==> src/rtl/cycle_timer.sv <==
// Phase-duration sequencer: times each one-hot washing-machine phase for
// base_T x mode ticks and returns a single-cycle completion strobe.
`timescale 1ns/1ps
module cycle_timer #(
    parameter int CNT_W    = 16,
    parameter int PRESCALE = 4,
    parameter int SOAK_T   = 8,
    parameter int WASH_T   = 12,
    parameter int RINSE_T  = 6,
    parameter int SPIN_T   = 4
) (
    input  logic             clk,
    input  logic             rst_n,
    input  logic [1:0]       mode_sel,
    input  logic             mode_load,
    input  logic             soak,
    input  logic             wash,
    input  logic             rinse,
    input  logic             spin,
    input  logic             pause,
    output logic             soaked,
    output logic             washed,
    output logic             rinsed,
    output logic             spun,
    output logic             busy,
    output logic [CNT_W-1:0] remaining,
    output logic             phase_err
);

    localparam int PW = $clog2(PRESCALE);
    localparam logic [PW-1:0]    PRE_MAX  = PW'(PRESCALE - 1);
    localparam logic [PW-1:0]    PRE_ONE  = {{(PW-1){1'b0}}, 1'b1};
    localparam logic [CNT_W-1:0] CNT_ONE  = {{(CNT_W-1){1'b0}}, 1'b1};
    localparam logic [CNT_W-1:0] CNT_ZERO = {CNT_W{1'b0}};

    typedef enum logic [1:0] {
        ST_IDLE   = 2'd0,
        ST_RUN    = 2'd1,
        ST_PAUSED = 2'd2,
        ST_DONE   = 2'd3
    } state_t;

    state_t           state_r, state_s;
    logic [1:0]       mode_r;
    logic [PW-1:0]    presc_r, presc_s;
    logic [CNT_W-1:0] count_r, count_s;
    logic [3:0]       active_r, active_s;
    logic [3:0]       strobe_r, strobe_s;
    logic             busy_r, busy_s;
    logic [3:0]       phase_s;
    logic             one_hot_s;

    // Base duration of the requested phase, widened before scaling by mode.
    function automatic logic [CNT_W-1:0] duration(input logic [3:0] ph, input logic [1:0] m);
        logic [CNT_W-1:0] base;
        case (ph)
            4'b0001: base = CNT_W'(SOAK_T);
            4'b0010: base = CNT_W'(WASH_T);
            4'b0100: base = CNT_W'(RINSE_T);
            4'b1000: base = CNT_W'(SPIN_T);
            default: base = CNT_ZERO;
        endcase
        return base * CNT_W'(m);
    endfunction

    assign phase_s   = {spin, rinse, wash, soak};
    assign one_hot_s = (phase_s != 4'd0) && ((phase_s & (phase_s - 4'd1)) == 4'd0);
    assign phase_err = (phase_s != 4'd0) && !one_hot_s;

    // Mode register; a zero selection is ignored.
    always_ff @(posedge clk or negedge rst_n) begin
        if (!rst_n) begin
            mode_r <= 2'd1;
        end else if (mode_load && (mode_sel != 2'd0)) begin
            mode_r <= mode_sel;
        end else begin
            mode_r <= mode_r;
        end
    end

    // Next-state, counter and strobe logic.
    always_comb begin
        state_s  = state_r;
        presc_s  = presc_r;
        count_s  = count_r;
        active_s = active_r;
        strobe_s = 4'd0;
        if (!one_hot_s) begin
            // No phase or conflicting phases: abort quietly.
            state_s  = ST_IDLE;
            presc_s  = {PW{1'b0}};
            count_s  = CNT_ZERO;
            active_s = 4'd0;
        end else if (phase_s != active_r) begin
            // A phase change takes priority over any terminal tick.
            state_s  = ST_RUN;
            presc_s  = {PW{1'b0}};
            count_s  = duration(phase_s, mode_r);
            active_s = phase_s;
        end else begin
            case (state_r)
                ST_RUN, ST_PAUSED: begin
                    if (pause) begin
                        state_s = ST_PAUSED;
                    end else if (presc_r == PRE_MAX) begin
                        presc_s = {PW{1'b0}};
                        count_s = count_r - CNT_ONE;
                        if (count_r == CNT_ONE) begin
                            state_s  = ST_DONE;
                            strobe_s = active_r;
                        end else begin
                            state_s  = ST_RUN;
                        end
                    end else begin
                        state_s = ST_RUN;
                        presc_s = presc_r + PRE_ONE;
                    end
                end
                ST_DONE: state_s = ST_DONE;
                ST_IDLE: state_s = ST_IDLE;
                default: state_s = ST_IDLE;
            endcase
        end
        busy_s = (state_s == ST_RUN) || (state_s == ST_PAUSED);
    end

    // Timer state and registered outputs.
    always_ff @(posedge clk or negedge rst_n) begin
        if (!rst_n) begin
            state_r  <= ST_IDLE;
            presc_r  <= {PW{1'b0}};
            count_r  <= CNT_ZERO;
            active_r <= 4'd0;
            strobe_r <= 4'd0;
            busy_r   <= 1'b0;
        end else begin
            state_r  <= state_s;
            presc_r  <= presc_s;
            count_r  <= count_s;
            active_r <= active_s;
            strobe_r <= strobe_s;
            busy_r   <= busy_s;
        end
    end

    assign soaked    = strobe_r[0];
    assign washed    = strobe_r[1];
    assign rinsed    = strobe_r[2];
    assign spun      = strobe_r[3];
    assign busy      = busy_r;
    assign remaining = count_r;

endmodule

==> config.mk <==
export PLATFORM = sky130hd
export DESIGN_NAME = cycle_timer
export DESIGN_NICKNAME = d
export VERILOG_FILES = /design/src/rtl/cycle_timer.sv
export SDC_FILE = /design/constraint.sdc
export NUM_CORES = 1
export LEC_CHECK = 0
export CELL_PAD_IN_SITES_DETAIL_PLACEMENT = 1
export CELL_PAD_IN_SITES_GLOBAL_PLACEMENT = 2
export CORE_MARGIN = 2
export CORE_UTILIZATION = 29
export DETAILED_ROUTE_END_ITERATION = 6
export GPL_TIMING_DRIVEN = 0
export PLACE_DENSITY_LB_ADDON = 0.08
export SYNTH_ARGS = -nofsm -noshare
export SYNTH_HDL_FRONTEND = slang
export SYNTH_SLANG_ARGS = --single-unit
==> constraint.sdc <==
create_clock -name clk -period 2.3 [get_ports clk]
set_clock_uncertainty 0.05 [all_clocks]
set_input_delay 0.46 -clock clk [delete_from_list [all_inputs] [get_ports clk]]
set_output_delay 0.46 -clock clk [all_outputs]
set_load 0.01 [all_outputs]
==> impl_results.md <==
- Crit end category: flip-flop
- Adder-Cell Fraction of Synth Area: 0.0610
- Row cnt: 28
- NumNets Final: 240
- Top-count cell post-synth: dfrtp_1
- Core Area: approximately 5800 µm²
- Worst Path Required: 2.45 ns
- CTS tree: built
- Port Buffers: 27
- Hold crit path type: in2async
- Initial Util: 0.296
- Largest net degree at the start of global routing: 32
- Final HPWL DP: 3340 µm
- WL/cell: 15.5 µm
- Initial DRC count: 41
- Worst-path cell chain: or4_4 > or4_4 > or4_1 > a21oi_1
- GRT overflow: 0
- Die Y: 81.1 µm
- Layout cells sized above 1: 0.188
- Root buf cell: clkbuf_8
- CP max stage delay: 0.58 ns
- Sequential share of the synthesized area: 0.451
- WS Path Type: reg2reg
- Die X: 81.1 µm
- Bufs and invs on worst path: 0
- DR pass1 iterations: 4
- Fin crit share: 0.975
- Post-DRT Antenna Nets: 0
- Max Buffers Root-to-Sink: 2
- Setup TNS Final: 0 ns
- Total CTS buffers: 5
- Post-layout minimum cycle time: 2.24 ns
- Clock Pin Slew Worst Setup and Hold Paths: 0.07 ns
- Worst skew pair latency: 0.28 ns
- Post-synthesis simple-gate area fraction: 0.256
- Routed wire length: 4640 µm
- Run status: complete, no violations
- Worst path most repeated cell: or4_4
- Maxcap violations: 0
- Max-slew violations: 0
- H-tree depth: 2
- Synth Area in XOR/XNOR: 0.0712
- CTS Sinks: 31
- Yosys warning total: 0
- Initial antenna violation count: 0
- Final hold viol count: 0
- Post-synthesis cell area: approximately 1700 µm²
- Post-Syn Instances: 178
- Synth Register Bits: 31
- Largest family of logic cells by synthesized area: simple AND/OR/NAND/NOR gates
- Startpoint Class: flip-flop
- CP Max Fanout: 4
- F_max: 446 MHz
- Synthesis-to-finish area growth: 35.5%
- Syn Nets: 195
- Area contributors post-synth: dfrtp_1 (44%), xnor2_1 (6.1%), ha_1 (4.4%), a21oi_1 (3.2%), nor2_1 (3.1%)
- Avg Inst Size Synth: 9.67 µm²
- # DRC: 0
- Worst Max-Slew Pin Slew: 0.757 ns
- Gpl congestion: 0.775
- PD cells: ~500 nW/µm²
- Fin Hold WS: 0.199 ns
- Arr. time, crit path: 2.39 ns
- Netlist cell types: 44
- Number of synthesized flops with an enable pin: 0
- Complex-gate fraction of the synthesized area: 0.112
- Die area: 6570 µm²
- N_diodes: 0
- Synth top area share: 0.436
- Total via count in the routed design: approximately 1500
- Final setup fails: 0
- Relative slew slack: 0.495
- Slowest cell on the critical path: or4_4
- Worst reg-to-reg path cell count: 4
- Via/cell ratio: 5.01
- Number of global-route vias before repair: about 1600
- Tot Pwr: 1.20 mW
- Pleak: 0.932 nW
- Post-synthesis mux area share: 0.0131
- Leading area contributor after synthesis: dfrtp_1
- Critical path depth in cells: 4
- Asr flop ratio synth: 1.00
- Boundary pin count: 32
- Worst vdd ir: 0.192 mV
- Commonest cells post-synth: dfrtp_1 (30), nor2_1 (14), xnor2_1 (12)
- Overall routing resource usage: 0.155
- Top FF cell, synth: dfrtp_1
- Top Family by Delay on Critical Path: simple AND/OR/NAND/NOR gates
- RSZ-0062 raised after global routing: true
- First-pass GRT wire length: 7750 µm
cells by family after synthesis:
kind of cell	after synthesis
compound gates	31
xor+xnor	14
mux	2
fa+ha+maj	8
buf+inv	16
simple gates	76
flops	31
what timing repair did:
| item | CTS | global route |
|---|---|---|
| gates resized for setup | 5 | 9 |
| buffers inserted | 6 | 5 |
| pin swaps | 2 | 1 |
| hold buffers | 0 | 0 |
| endpoints found under the setup margin | 14 | 16 |
state kept, by name, summed over array words and instances, names as in the netlist:
signal / flops
remaining: 16
active_r: 4
mode_r: 2
presc_r: 2
state_r: 2
strobe_r: 4
busy: 1
metal layers:
layer	up-vias	part of all wire	GRT usage
met5	-	0	0
met2	25	0.53	0.284
met1	736	0.44	0.183
met3	5	0.027	0.0278
met4	0	0.0095	0.0458
li1	732	-	-
power by group:
part	internal [mW]	switching (mW)	total (mW)	leakage (nW)
sequential	0.559	0.00936	0.569	0.417
clock	0.273	0.203	0.476	0.0515
combinational	0.0678	0.0852	0.153	0.464
final cells by class:
cell class	instances	area [µm²]
multi-input combinational	131	931
sequential	31	782
tap	75	93.8
buffer	8	47.5
inverter	8	30.0
timing repair buffer	38	348
fill	690	3480
clock buffer	8	100
per-stage QoR:
| step | util | instances | cell area, µm² | setup WS (ns) |
|---|---|---|---|---|
| final | 0.401 | 299 | 2330 | 0.0586 |
| after global placement | 0.362 | 280 | 2110 | -0.419 |
| after CTS | 0.389 | 294 | 2260 | 0.0121 |
| after global routing | 0.401 | 299 | 2330 | -0.0187 |
| after floorplan | - | 178 | 1740 | 0.000917 |
| after detailed placement | 0.361 | 280 | 2100 | -0.412 |
path summary, 6_finish.rpt:
| check | start | endpoint | slack [ns] |
|---|---|---|---|
| setup / recovery | remaining[7] | remaining[13] | 0.06 |
| hold / removal | rst_n | remaining[8] | 0.20 |
| setup reg to reg | remaining[7] | remaining[13] | 0.06 |
| hold reg to reg | mode_r[0] | mode_r[0] | 0.44 |
| max in group asynchronous | rst_n | remaining[2] | 1.47 |
| min in group clk | rinse | active_r[1] | 0.41 |
cells in the final DEF (no fill, tap or decap), drive strengths merged, types with 8 or more instances in the layout:
| cell type | synthesis | routed |
|---|---|---|
| clkbuf | 7 | 15 |
| or4 | 8 | 8 |
| a21oi | 11 | 11 |
| dfrtp | 30 | 30 |
| nand2 | 10 | 10 |
| buf | 1 | 13 |
| xnor2 | 12 | 12 |
| nor2 | 14 | 14 |
| clkdlybuf4s50 | 0 | 26 |
| inv | 8 | 8 |
Power figures use the tool's default switching activity.
==> edit 1 (same flow settings) <==
Encoding of `state_t`: now Gray code (2 bits for 4 states).
--- a/src/rtl/cycle_timer.sv
+++ b/src/rtl/cycle_timer.sv
@@ -34,10 +34,10 @@
     localparam logic [CNT_W-1:0] CNT_ZERO = {CNT_W{1'b0}};
 
     typedef enum logic [1:0] {
-        ST_IDLE   = 2'd0,
-        ST_RUN    = 2'd1,
-        ST_PAUSED = 2'd2,
-        ST_DONE   = 2'd3
+        ST_IDLE   = 2'b00,
+        ST_RUN    = 2'b01,
+        ST_PAUSED = 2'b11,
+        ST_DONE   = 2'b10
     } state_t;
 
     state_t           state_r, state_s;
Formal check against the unedited RTL: same outputs for any inputs over 10 cycles, from zero or initial values and one cycle with rst_n low; not proved beyond that.
==> edit 1 against the unedited design <==
Sequential cell count fell by 2; combinational power fell by 12%; total power fell by 4.8%; setup slack improved by 12 ps; final area fell by 2.4%; highest routed layer unchanged; area after synthesis fell by 1.5%; wire length fell by 13%; synthesized cell count fell by 4.5%.
==> edit 1: results (changes against the unedited design) <==
CP max stage cell=nor4b_4 (was or4_4); FF-to-FF setup slack=250 ps (was 60 ps); Cells after DPL=269 (was 280); largest net degree at the start of global routing=30 (was 32); dominant cells by area after synthesis=dfrtp_1, xor2_1, nor2_1, ha_1, a21oi_1 (was dfrtp_1, xnor2_1, ha_1, a21oi_1, nor2_1); peak supply drop=0.0001877 V (was 0.0001922 V); Syn Nets=186 (was 195); share of cells above drive strength 1=18.10% (was 18.75%); Hold WS=139.9 ps (was 199.4 ps); vias per cell=4.844 (was 5.010); sequential area share after synthesis=42.88% (was 45.13%); fin nets=225 (was 240); fin crit share=96.94% (was 97.45%); sequential share of power=46.9% (was 47.5%); crit path from=rinse (was remaining[7]); Sw Ratio=25.04% (was 24.81%); status=complete, no violations (unchanged); first-pass GRT wire length=6720 um (was 7748 um); DR WL/cell=14.31 um (was 15.52 um); FILL cells=643 (was 690); Initial DRC Count=29 (was 41); Total GRT Usage=13.91% (was 15.49%); Worst-Margin Slew=649.5 ps (was 757.0 ps); Worst-Skew Late Latency=290 ps; Leakage Power=0.9252 nW (was 0.9316 nW); syn avg cell area=9.973 um2 (was 9.672 um2); pre-CTS WS=-303.6 ps (was -412.0 ps); most frequent cells after synthesis=dfrtp_1, nor2_1, xor2_1 (was dfrtp_1, nor2_1, xnor2_1); seq pwr=0.000535 W (was 0.000569 W); R2R cell count=7 (was 4); Final Non-Filler Cells=282 (was 299); RR Startpoint=remaining[0] (was remaining[7]); DP Area=0.002138 mm2 (was 0.002102 mm2); synth unique cells=48 (was 44); CP Capture Point=remaining[4] (was remaining[13]); Logic pwr share=11.9% (was 12.8%); vias in the first global route=1401 (was 1596); drt pass-1 iters=4 (unchanged); final instance area=0.002277 mm2 (was 0.002332 mm2); HPWL Detailed=3032 um (was 3336 um); Routability Congestion=0.7142 (was 0.7754); Crit Reg-Reg Endpoint=remaining[12] (was remaining[13]); critical path's largest stage delay=400 ps (was 580 ps)
## edit 1: kinds of logic after synthesis
kind of cell / synth area share, %
buffers and inverters: 5.240
and+or+nand+nor: 28.19
xor gates and xnor gates: 7.749
muxes: 1.181
AOI/OAI and AO/OA: 9.300
adders and majority gates: 5.461
DFF: 42.88
## edit 1: repair_timing
action                                  CTS  global route
resized for setup                         0             5
setup buffers                             0             6
endpoints found under the setup margin    1             1
pin swaps                                 1             5
## edit 1: metal layers
| layer | track usage, % | share of wire [%] |
|---|---|---|
| met1 | 15.54 | 43 |
| met3 | 3.820 | 3.7 |
| met5 | 0 | 0 |
| met4 | 6.610 | 1.9 |
| met2 | 24.33 | 52 |
## edit 1: area by class of cell
class                           instances  share of cell area, %
Buffer                                  9                  3.791
Inverter                                5                 0.8242
Tap cell                               72                  3.956
Clock inverter                          1                 0.2198
Sequential cell                        29                  31.92
Clock buffer                            7                  4.231
Timing Repair Buffer                   33                  13.63
Multi-Input combinational cell        126                  41.43
==> edit 2 (same settings) <==
Without the edit above. Set the parameter `PRESCALE` to 2 (it was 4).
--- a/src/rtl/cycle_timer.sv
+++ b/src/rtl/cycle_timer.sv
@@ -3,7 +3,7 @@
 `timescale 1ns/1ps
 module cycle_timer #(
     parameter int CNT_W    = 16,
-    parameter int PRESCALE = 4,
+    parameter int PRESCALE = 2,
     parameter int SOAK_T   = 8,
     parameter int WASH_T   = 12,
     parameter int RINSE_T  = 6,
Formal check against the unedited RTL: not equivalent (a bounded check fails within 4 cycles, from zero or initial values and one cycle with rst_n low).
==> edit 2 against the unedited design <==
Combinational power is 12% lower; final area is 6.1% lower; sequential cell count is 1 lower; wire length is 9.0% lower; register-to-register slack better by 190 ps; setup slack better by 82 ps; area after synthesis is 0.94% lower; count of clock-buffer cells in the layout is 1 lower; first-iteration DRC count is 34% lower; total power is 5.2% lower; critical path type is now in -> out; largest power group unchanged.
==> edit 2: results (changes against the unedited design) <==
R2R cell count=6 (was 4); status=complete, no violations (unchanged); crit path from=spin (was remaining[7]); Syn Nets=187 (was 195); Hold Crit Class=in -> reg (was in -> async); FILL cells=668 (was 690); CP max FO=8 (was 4); RR Startpoint=state_r[0] (was remaining[7]); largest net degree at the start of global routing=20 (was 32); DR WL/cell=15.13 um (was 15.52 um); DP Area=0.002093 mm2 (was 0.002102 mm2); Rel. slew slack=53.04% (was 49.53%); combinational power=0.000135 W (was 0.000153 W); seq pwr=0.000552 W (was 0.000569 W); fin nets=222 (was 240); Routability Congestion=0.7236 (was 0.7754); most frequent cells after synthesis=dfrtp_1, nor2_1, nand2_1 (was dfrtp_1, nor2_1, xnor2_1); Leakage Power=0.9043 nW (was 0.9316 nW); Initial DRC Count=27 (was 41); CP Capture Point=phase_err (was remaining[13]); Total GRT Usage=14.76% (was 15.49%); sequential area share after synthesis=44.09% (was 45.13%); HPWL Detailed=3258 um (was 3336 um); synth unique cells=46 (was 44); share of cells above drive strength 1=13.04% (was 18.75%); vias per cell=4.935 (was 5.010); peak supply drop=0.0002244 V (was 0.0001922 V); first-pass GRT wire length=7245 um (was 7748 um); FF-to-FF setup slack=250 ps (was 60 ps); Post-CTS Setup Bufs=0 (was 6); cts repair resizes=1 (was 5); sequential share of power=48.7% (was 47.5%); Hold WS=399.8 ps (was 199.4 ps)
## edit 2: critical path, cell delays in order
cell	delay (ps)
buf_2	150
or2_2	340
a21oi_1	160
nor2_1	60
clkdlybuf4s50_1	480
## edit 2: logic make-up after synthesis
group	synth area share [%]
AO/OA/AOI/OAI	10.34
AND/OR/NAND/NOR	26.19
adder cells (fa/ha/maj)	4.842
multiplexers	1.321
XOR/XNOR	9.244
buffers and inverters	3.962
flip-flops	44.09
## edit 2: cell type report
| cell class | count | area [um2] | share of cell area (%) |
|---|---|---|---|
| multi-input combinational | 126 | 892.1 | 40.72 |
| clock inverter | 1 | 5.005 | 0.2284 |
| tap | 72 | 90.09 | 4.112 |
| buffer | 7 | 37.54 | 1.713 |
| timing repair buffer | 28 | 297.8 | 13.59 |
| inverter | 8 | 30.03 | 1.371 |
| clock buffer | 7 | 86.33 | 3.941 |
| sequential | 30 | 752.0 | 34.32 |
## edit 2: per-stage QoR
| stage | setup WS, ps | cells | util (%) | TNS, ps |
|---|---|---|---|---|
| finish | 140.2 | 279 | 39.07 | 0 |
| global route | 24.07 | 279 | 39.07 | 0 |
| CTS | 127.1 | 279 | 39.07 | 0 |
| detailed placement | -342.9 | 271 | 37.33 | -637.7 |
| global placement | -278.1 | 270 | 36.84 | -498.3 |
| floorplan | 49.15 | 171 | - | 0 |
## edit 2: metal layers
| layer | up-vias | GRT usage, % | routed length [um] |
|---|---|---|---|
| met5 | - | 0 | 0 |
| met4 | 0 | 4.407 | 51 |
| met3 | 5 | 3.483 | 160 |
| met2 | 24 | 26.75 | 2145 |
| met1 | 678 | 17.11 | 1864 |
| li1 | 670 | - | - |
